**src/rtl/pwm_cfg_sequencer.sv**
```systemverilog
// -----------------------------------------------------------------------------
// pwm_cfg_sequencer
//
// Configuration and restart sequencer for a bank of PWM channels. The host
// writes per-channel period (N), duty (D, 0.01 % units) and phase delay
// (degrees) into shadow registers. A commit copies every shadow register into
// the active registers in one cycle (APPLY). The shared PWM sclear is then held
// high for CLR_CYC more cycles (CLEAR) so that all channels reload and restart
// phase-aligned.
//
// Ports
//   clk, sclear                 clock, synchronous active-high reset
//   wr_valid / wr_ready         write handshake; transfer on valid & ready
//   wr_ch, wr_n, wr_d, wr_delay write target channel and requested values
//   commit                      single-cycle request to apply the shadows
//   enable                      level: 1 runs the bank, 0 parks it
//   pwm_n, pwm_d, pwm_delay     active values, channel i at [i*W +: W]
//   pwm_sclear                  shared restart to all PWM instances
//   running, busy               RUN state / APPLY or CLEAR state
//   cfg_valid                   at least one commit completed since reset
//   err, err_ch                 sticky invalid-write flag, first bad channel
// -----------------------------------------------------------------------------
module pwm_cfg_sequencer #(
  parameter int CH      = 4,
  parameter int W       = 26,
  parameter int CLR_CYC = 2,
  parameter int CW      = (CH > 1) ? $clog2(CH) : 1
) (
  input  logic            clk,
  input  logic            sclear,
  input  logic            wr_valid,
  output logic            wr_ready,
  input  logic [CW-1:0]   wr_ch,
  input  logic [W-1:0]    wr_n,
  input  logic [W-1:0]    wr_d,
  input  logic [W-1:0]    wr_delay,
  input  logic            commit,
  input  logic            enable,
  output logic [CH*W-1:0] pwm_n,
  output logic [CH*W-1:0] pwm_d,
  output logic [CH*W-1:0] pwm_delay,
  output logic            pwm_sclear,
  output logic            running,
  output logic            busy,
  output logic            cfg_valid,
  output logic            err,
  output logic [CW-1:0]   err_ch
);

  // The CLEAR counter must hold CLR_CYC-1.
  localparam int              CNTW     = (CLR_CYC > 2) ? $clog2(CLR_CYC) : 1;
  localparam logic [CNTW-1:0] CNT_LOAD = CNTW'(CLR_CYC - 1);

  localparam logic [W-1:0] D_MAX     = W'(10000);
  localparam logic [W-1:0] DELAY_MAX = W'(359);

  typedef enum logic [1:0] {
    S_IDLE,
    S_RUN,
    S_APPLY,
    S_CLEAR
  } state_t;

  state_t          state_q, state_d;
  logic [CNTW-1:0] cnt_q, cnt_d;
  logic            pending_q, pending_d;
  logic            cfg_valid_q, cfg_valid_d;
  logic            err_q, err_d;
  logic [CW-1:0]   err_ch_q, err_ch_d;
  logic            pwm_sclear_q;
  logic            running_q;
  logic            busy_q;

  logic [W-1:0] shadow_n_q     [CH];
  logic [W-1:0] shadow_d_q     [CH];
  logic [W-1:0] shadow_delay_q [CH];
  logic [W-1:0] active_n_q     [CH];
  logic [W-1:0] active_d_q     [CH];
  logic [W-1:0] active_delay_q [CH];

  logic wr_fire;
  logic wr_ok;
  logic ch_ok;

  // Writes are accepted only in the steady states, so the shadow registers
  // never change in the same cycle they are copied in APPLY.
  assign wr_ready = ((state_q == S_IDLE) || (state_q == S_RUN)) && !sclear;
  assign wr_fire  = wr_valid && wr_ready;

  // Zero-extend both sides so the range check also works when CH is a
  // power of two and every wr_ch encoding is legal.
  assign ch_ok = (32'(wr_ch) < 32'(CH));
  assign wr_ok = (wr_n != '0) && (wr_d <= D_MAX) && (wr_delay <= DELAY_MAX) && ch_ok;

  // ---------------------------------------------------------------------------
  // Next-state logic
  // ---------------------------------------------------------------------------
  always_comb begin
    // NOTE: every signal written here gets a default first so no latch is
    // inferred on paths that do not assign it.
    state_d     = state_q;
    cnt_d       = cnt_q;
    pending_d   = pending_q;
    cfg_valid_d = cfg_valid_q;
    err_d       = err_q;
    err_ch_d    = err_ch_q;

    unique case (state_q)
      S_IDLE: begin
        if (commit) begin
          state_d = S_APPLY;
        end else if (enable && cfg_valid_q) begin
          state_d = S_RUN;
        end
      end

      S_RUN: begin
        // A commit wins over enable falling in the same cycle.
        if (commit) begin
          state_d = S_APPLY;
        end else if (!enable) begin
          state_d = S_IDLE;
        end
      end

      S_APPLY: begin
        state_d     = S_CLEAR;
        cnt_d       = CNT_LOAD;
        cfg_valid_d = 1'b1;
        if (commit) begin
          pending_d = 1'b1;
        end
      end

      S_CLEAR: begin
        if (cnt_q == '0) begin
          // A commit arriving on the last CLEAR cycle is treated like a
          // pending one rather than being dropped.
          if (pending_q || commit) begin
            state_d   = S_APPLY;
            pending_d = 1'b0;
          end else if (enable) begin
            state_d = S_RUN;
          end else begin
            state_d = S_IDLE;
          end
        end else begin
          cnt_d = cnt_q - 1'b1;
          if (commit) begin
            pending_d = 1'b1;
          end
        end
      end

      default: begin
        state_d = S_IDLE;
      end
    endcase

    // Rejected writes are still consumed; only the first bad channel is kept.
    if (wr_fire && !wr_ok) begin
      err_d = 1'b1;
      if (!err_q) begin
        err_ch_d = wr_ch;
      end
    end
  end

  // ---------------------------------------------------------------------------
  // FSM and status registers. Outputs are decoded from state_d so they are
  // registered and line up with the state they describe.
  // ---------------------------------------------------------------------------
  always_ff @(posedge clk) begin
    // NOTE: sequential state uses non-blocking assignments so every register
    // samples the pre-edge value of every other register.
    if (sclear) begin
      state_q      <= S_IDLE;
      cnt_q        <= '0;
      pending_q    <= 1'b0;
      cfg_valid_q  <= 1'b0;
      err_q        <= 1'b0;
      err_ch_q     <= '0;
      pwm_sclear_q <= 1'b1;
      running_q    <= 1'b0;
      busy_q       <= 1'b0;
    end else begin
      state_q      <= state_d;
      cnt_q        <= cnt_d;
      pending_q    <= pending_d;
      cfg_valid_q  <= cfg_valid_d;
      err_q        <= err_d;
      err_ch_q     <= err_ch_d;
      pwm_sclear_q <= (state_d != S_RUN);
      running_q    <= (state_d == S_RUN);
      busy_q       <= (state_d == S_APPLY) || (state_d == S_CLEAR);
    end
  end

  // ---------------------------------------------------------------------------
  // Shadow and active parameter registers
  // ---------------------------------------------------------------------------
  always_ff @(posedge clk) begin
    if (sclear) begin
      // NOTE: these register arrays are reset on purpose: the PWM bank must see
      // all-zero parameters out of reset, so they cannot map to a RAM.
      for (int i = 0; i < CH; i++) begin
        shadow_n_q[i]     <= '0;
        shadow_d_q[i]     <= '0;
        shadow_delay_q[i] <= '0;
        active_n_q[i]     <= '0;
        active_d_q[i]     <= '0;
        active_delay_q[i] <= '0;
      end
    end else begin
      for (int i = 0; i < CH; i++) begin
        if (wr_fire && wr_ok && (wr_ch == CW'(i))) begin
          shadow_n_q[i]     <= wr_n;
          shadow_d_q[i]     <= wr_d;
          shadow_delay_q[i] <= wr_delay;
        end
        // Active values only move while sclear is held high.
        if (state_q == S_APPLY) begin
          active_n_q[i]     <= shadow_n_q[i];
          active_d_q[i]     <= shadow_d_q[i];
          active_delay_q[i] <= shadow_delay_q[i];
        end
      end
    end
  end

  // ---------------------------------------------------------------------------
  // Output packing
  // ---------------------------------------------------------------------------
  for (genvar g = 0; g < CH; g++) begin : g_pack
    assign pwm_n[g*W +: W]     = active_n_q[g];
    assign pwm_d[g*W +: W]     = active_d_q[g];
    assign pwm_delay[g*W +: W] = active_delay_q[g];
  end

  assign pwm_sclear = pwm_sclear_q;
  assign running    = running_q;
  assign busy       = busy_q;
  assign cfg_valid  = cfg_valid_q;
  assign err        = err_q;
  assign err_ch     = err_ch_q;

endmodule

```
**config.mk**
```make
export PLATFORM = sky130hd
export DESIGN_NAME = pwm_cfg_sequencer
export DESIGN_NICKNAME = d
export VERILOG_FILES = /design/src/rtl/pwm_cfg_sequencer.sv
export SDC_FILE = /design/constraint.sdc
export NUM_CORES = 1
export LEC_CHECK = 0
export ABC_AREA = 1
export ABC_CLOCK_PERIOD_IN_PS = 26500
export CAP_MARGIN = 20
export CORE_MARGIN = 4
export CORE_UTILIZATION = 40
export CTS_BUF_LIST = sky130_fd_sc_hd__clkbuf_4 sky130_fd_sc_hd__clkbuf_8
export DETAILED_ROUTE_END_ITERATION = 10
export GPL_TIMING_DRIVEN = 0
export PLACE_DENSITY = 0.69
export SLEW_MARGIN = 20
export SYNTH_ARGS = -nofsm -noshare
export SYNTH_HDL_FRONTEND = slang
export SYNTH_SLANG_ARGS = --single-unit
```
**constraint.sdc**
```tcl
create_clock -name clk -period 26.5 [get_ports clk]
set_input_delay 6.625 -clock clk [delete_from_list [all_inputs] [get_ports clk]]
set_output_delay 6.625 -clock clk [all_outputs]
set_load 0.1 [all_outputs]
```
==> flow_metrics.py <==
metrics = {
    "outcome": {
        "status": "completed",
    },
    "logic_synthesis": {
        "async_flop_share_pct": 0,
        "yosysUniqueCellTypes": 22,
        "synth_edf_count": 624,
        "syn_area_um2": 23200,
        "avgSynthCellArea_um2": 13.7,
        "syn_inst": 1691,
        "yosysSeqAreaShare_pct": 81.7,
        "yosysWarningCount": 0,
        "synth_seq_cells": 635,
        "synth-main-ff-cell": "edfxtp_1",
    },
    "placed_design": {
        "hpwlAfterDp_mm": 38.7,
        "io_buffers": 404,
        "placed_area_um2": 29200,
        "preCtsSetupSlack_ps": 11040,
        "gp_congestion": 0.796,
    },
    "clock_network": {
        "clk_latency_ps": 660,
        "cts_made_buffers": 97,
        "root_buffer": "clkbuf_8",
        "clockBufferDepth": 3,
        "htreeDepth": 3,
        "cts_hold_buf": 0,
        "post_cts_resized": 0,
        "post-cts-setup-buffers": 0,
        "clkTransAtPathRegs_ps": 60,
        "clkSinkCount": 635,
        "cts_tree": "yes",
    },
    "critical_path": {
        "cp.arrival_ps": 8870,
        "worst_setup_path_end_kind": "output port",
        "worst_ep_required_time_ps": 19880,
        "cp_max_fo": 6,
        "crit_chain": "clkdlybuf4s50_1 > nor2_1 > clkdlybuf4s50_1",
        "slowest_stage": "clkdlybuf4s50_1",
        "slowest_delay_ps": 1240,
        "cp-start-kind": "primary input",
        "crit_type": "primary input to output port",
        "crit_path_frequent_cell": "clkdlybuf4s50_1",
    },
    "finish": {
        "final_util_pct": 54.2,
        "syn2layout_area_growth_pct": 34.4,
        "mostFrequentLayoutCells": "624 x edfxtp_1, 551 x nor2_1, 402 x clkdlybuf4s50_1, 374 x inv_1, 116 x conb_1",
        "nets": 2415,
        "num_antenna_cells": 0,
        "drive_above_1_share_pct": 10.0,
        "final_area_um2": 31200,
        "final_common_cell": "edfxtp_1",
    },
    "pwr": {
        "sw_frac_of_total_pct": 30.5,
        "p_seq_share_pct": 48.4,
        "irDropWorstVdd_mv": 0.0421,
        "power.leakage_nw": 12.8,
        "p_clk_share_pct": 33.3,
        "comb_power_share_pct": 18.3,
        "power_density_nw_per_um2": 78.8,
        "switchingPower_mw": 0.749,
        "p_int_mw": 1.71,
    },
    "sta": {
        "final-setup-viol-count": 0,
        "max_slew_margin_pct": 23.0,
        "setup-tns-final_ps": 0,
        "worst_slack_ps": 11000,
        "period_share_pct": 58.5,
        "finalHoldViolCount": 0,
        "layout_min_cycle_time_ps": 15500,
        "final.setup_skew_ps": 17.7,
        "rsz0062_at_grt": "false",
        "tightestPinTransition_ps": 1150,
        "fmax_ghz": 0.0645,
        "drv_slew": 0,
    },
    "drt": {
        "wire_per_inst_um": 17.3,
        "antenna_left": 0,
        "drcViolationCount": 0,
        "first_pass_iters": 5,
        "vias_per_cell": 4.30,
        "drt_iter0_drc": 839,
        "wirelength_mm": 54.9,
        "vias": 13600,
    },
    "global_routing": {
        "grt_pass1_vias": 13800,
        "grt_max_degree": 44,
        "grt_usage_pct": 17.4,
        "grt_pass1_wl_mm": 81.5,
        "grt_overflow": 0,
        "antenna_found_initial": 5,
    },
    "floorplanning": {
        "io_pins": 405,
        "coreArea_um2": 57600,
        "die_h_um": 249,
        "rows": 88,
        "die-area_um2": 61900,
        "dieWidth_um": 249,
        "start_util_pct": 40.3,
    },
    "worst_hold_path": {
        "hold_path_class": "flip-flop to flip-flop",
    },
    "run": {
        "maxCapViolations": 0,
    },
}
power groups by stage:
| stage | Sequential (mW) | Combinational [mW] | Clock, mW |
|---|---|---|---|
| 2_1_floorplan | 1.52 | 0.0470 | 0 |
| 3_3_place_gp | 1.26 | 0.434 | 0 |
| 3_5_place_dp | 1.21 | 0.452 | 0 |
| 4_1_cts | 1.19 | 0.453 | 0.841 |
| 5_1_grt | 1.20 | 0.465 | 0.890 |
| 6_report | 1.19 | 0.450 | 0.817 |
metrics by stage:
| step | hold WS (ps) | total power, mW | std cells |
|---|---|---|---|
| final | 459 | 2.46 | 3175 |
| after global routing | 480 | 2.55 | 3175 |
| after CTS | 460 | 2.49 | 3175 |
| after detailed placement | 450 | 1.66 | 2996 |
| after global placement | 447 | 1.69 | 2975 |
| after floorplan | 427 | 1.56 | 1806 |
kinds of logic after synthesis:
| family | after synthesis | share of synthesized area (%) |
|---|---|---|
| DFF | 635 | 81.7 |
| AOI/OAI and AO/OA | 8 | 0.210 |
| other | 1 | 0.0162 |
| and+or+nand+nor | 613 | 10.2 |
| buffers and inverters | 434 | 7.82 |
cell type report:
class	instances	area (um^2)
fill	4704	26400
buffer	55	390
sequential	635	19000
tap	765	957
inverter	379	1420
multi-input combinational	737	2900
clock inverter	48	360
clock buffer	131	1610
timing repair buffer	425	4590
cell usage after synthesis (2+ instances only):
cell	instances	share of area [%]
inv_1	374	6.1
buf_6	20	0.97
buf_2	27	0.58
o22ai_1	2	0.054
nand3_1	10	0.22
inv_2	4	0.065
nand4_1	6	0.16
o21ai_0	2	0.043
nand3_2	5	0.22
dfxtp_1	11	0.95
edfxtp_1	624	81
nor3_1	2	0.043
nor2_1	551	8.9
nand2_1	36	0.58
clkbuf_1	8	0.13
a21oi_1	3	0.065
state kept, by name (all words and copies together) (netlist names), 2 cells and up:
register        cells
active_delay_q    104
shadow_d_q        104
active_n_q        104
err_ch              2
shadow_n_q        104
shadow_delay_q    104
state_q             2
active_d_q        104
layer usage:
layer  routed length, um  GRT usage [%]  up-vias
li1                    -              -     6578
met1               21100           20.5     6490
met2               27500           30.0      475
met3                4910           6.05       90
met4                1360           5.99       10
met5                  60              0        -
final timing paths:
| kind | start | to | slack, ps | cells after the start |
|---|---|---|---|---|
| worst max-delay path | sclear | wr_ready | 11000 | 3 |
| worst max register to register | state_q[1]$_SDFF_PP0_ | shadow_delay_q[0][35]$_SDFFCE_PN0P_ | 23440 | 8 |
| worst min register to register | cnt_q$_SDFFE_PP0P_ | cnt_q$_SDFFE_PP0P_ | 460 | 2 |
| worst min-delay path | cnt_q$_SDFFE_PP0P_ | cnt_q$_SDFFE_PP0P_ | 460 | 2 |
critical path, delay by kind of cell:
| family | cells | cell delay [ps] |
|---|---|---|
| buffers and inverters | 2 | 1770 |
| AND/OR/NAND/NOR | 1 | 470 |
Note: power is estimated with default switching activity, not from simulation.
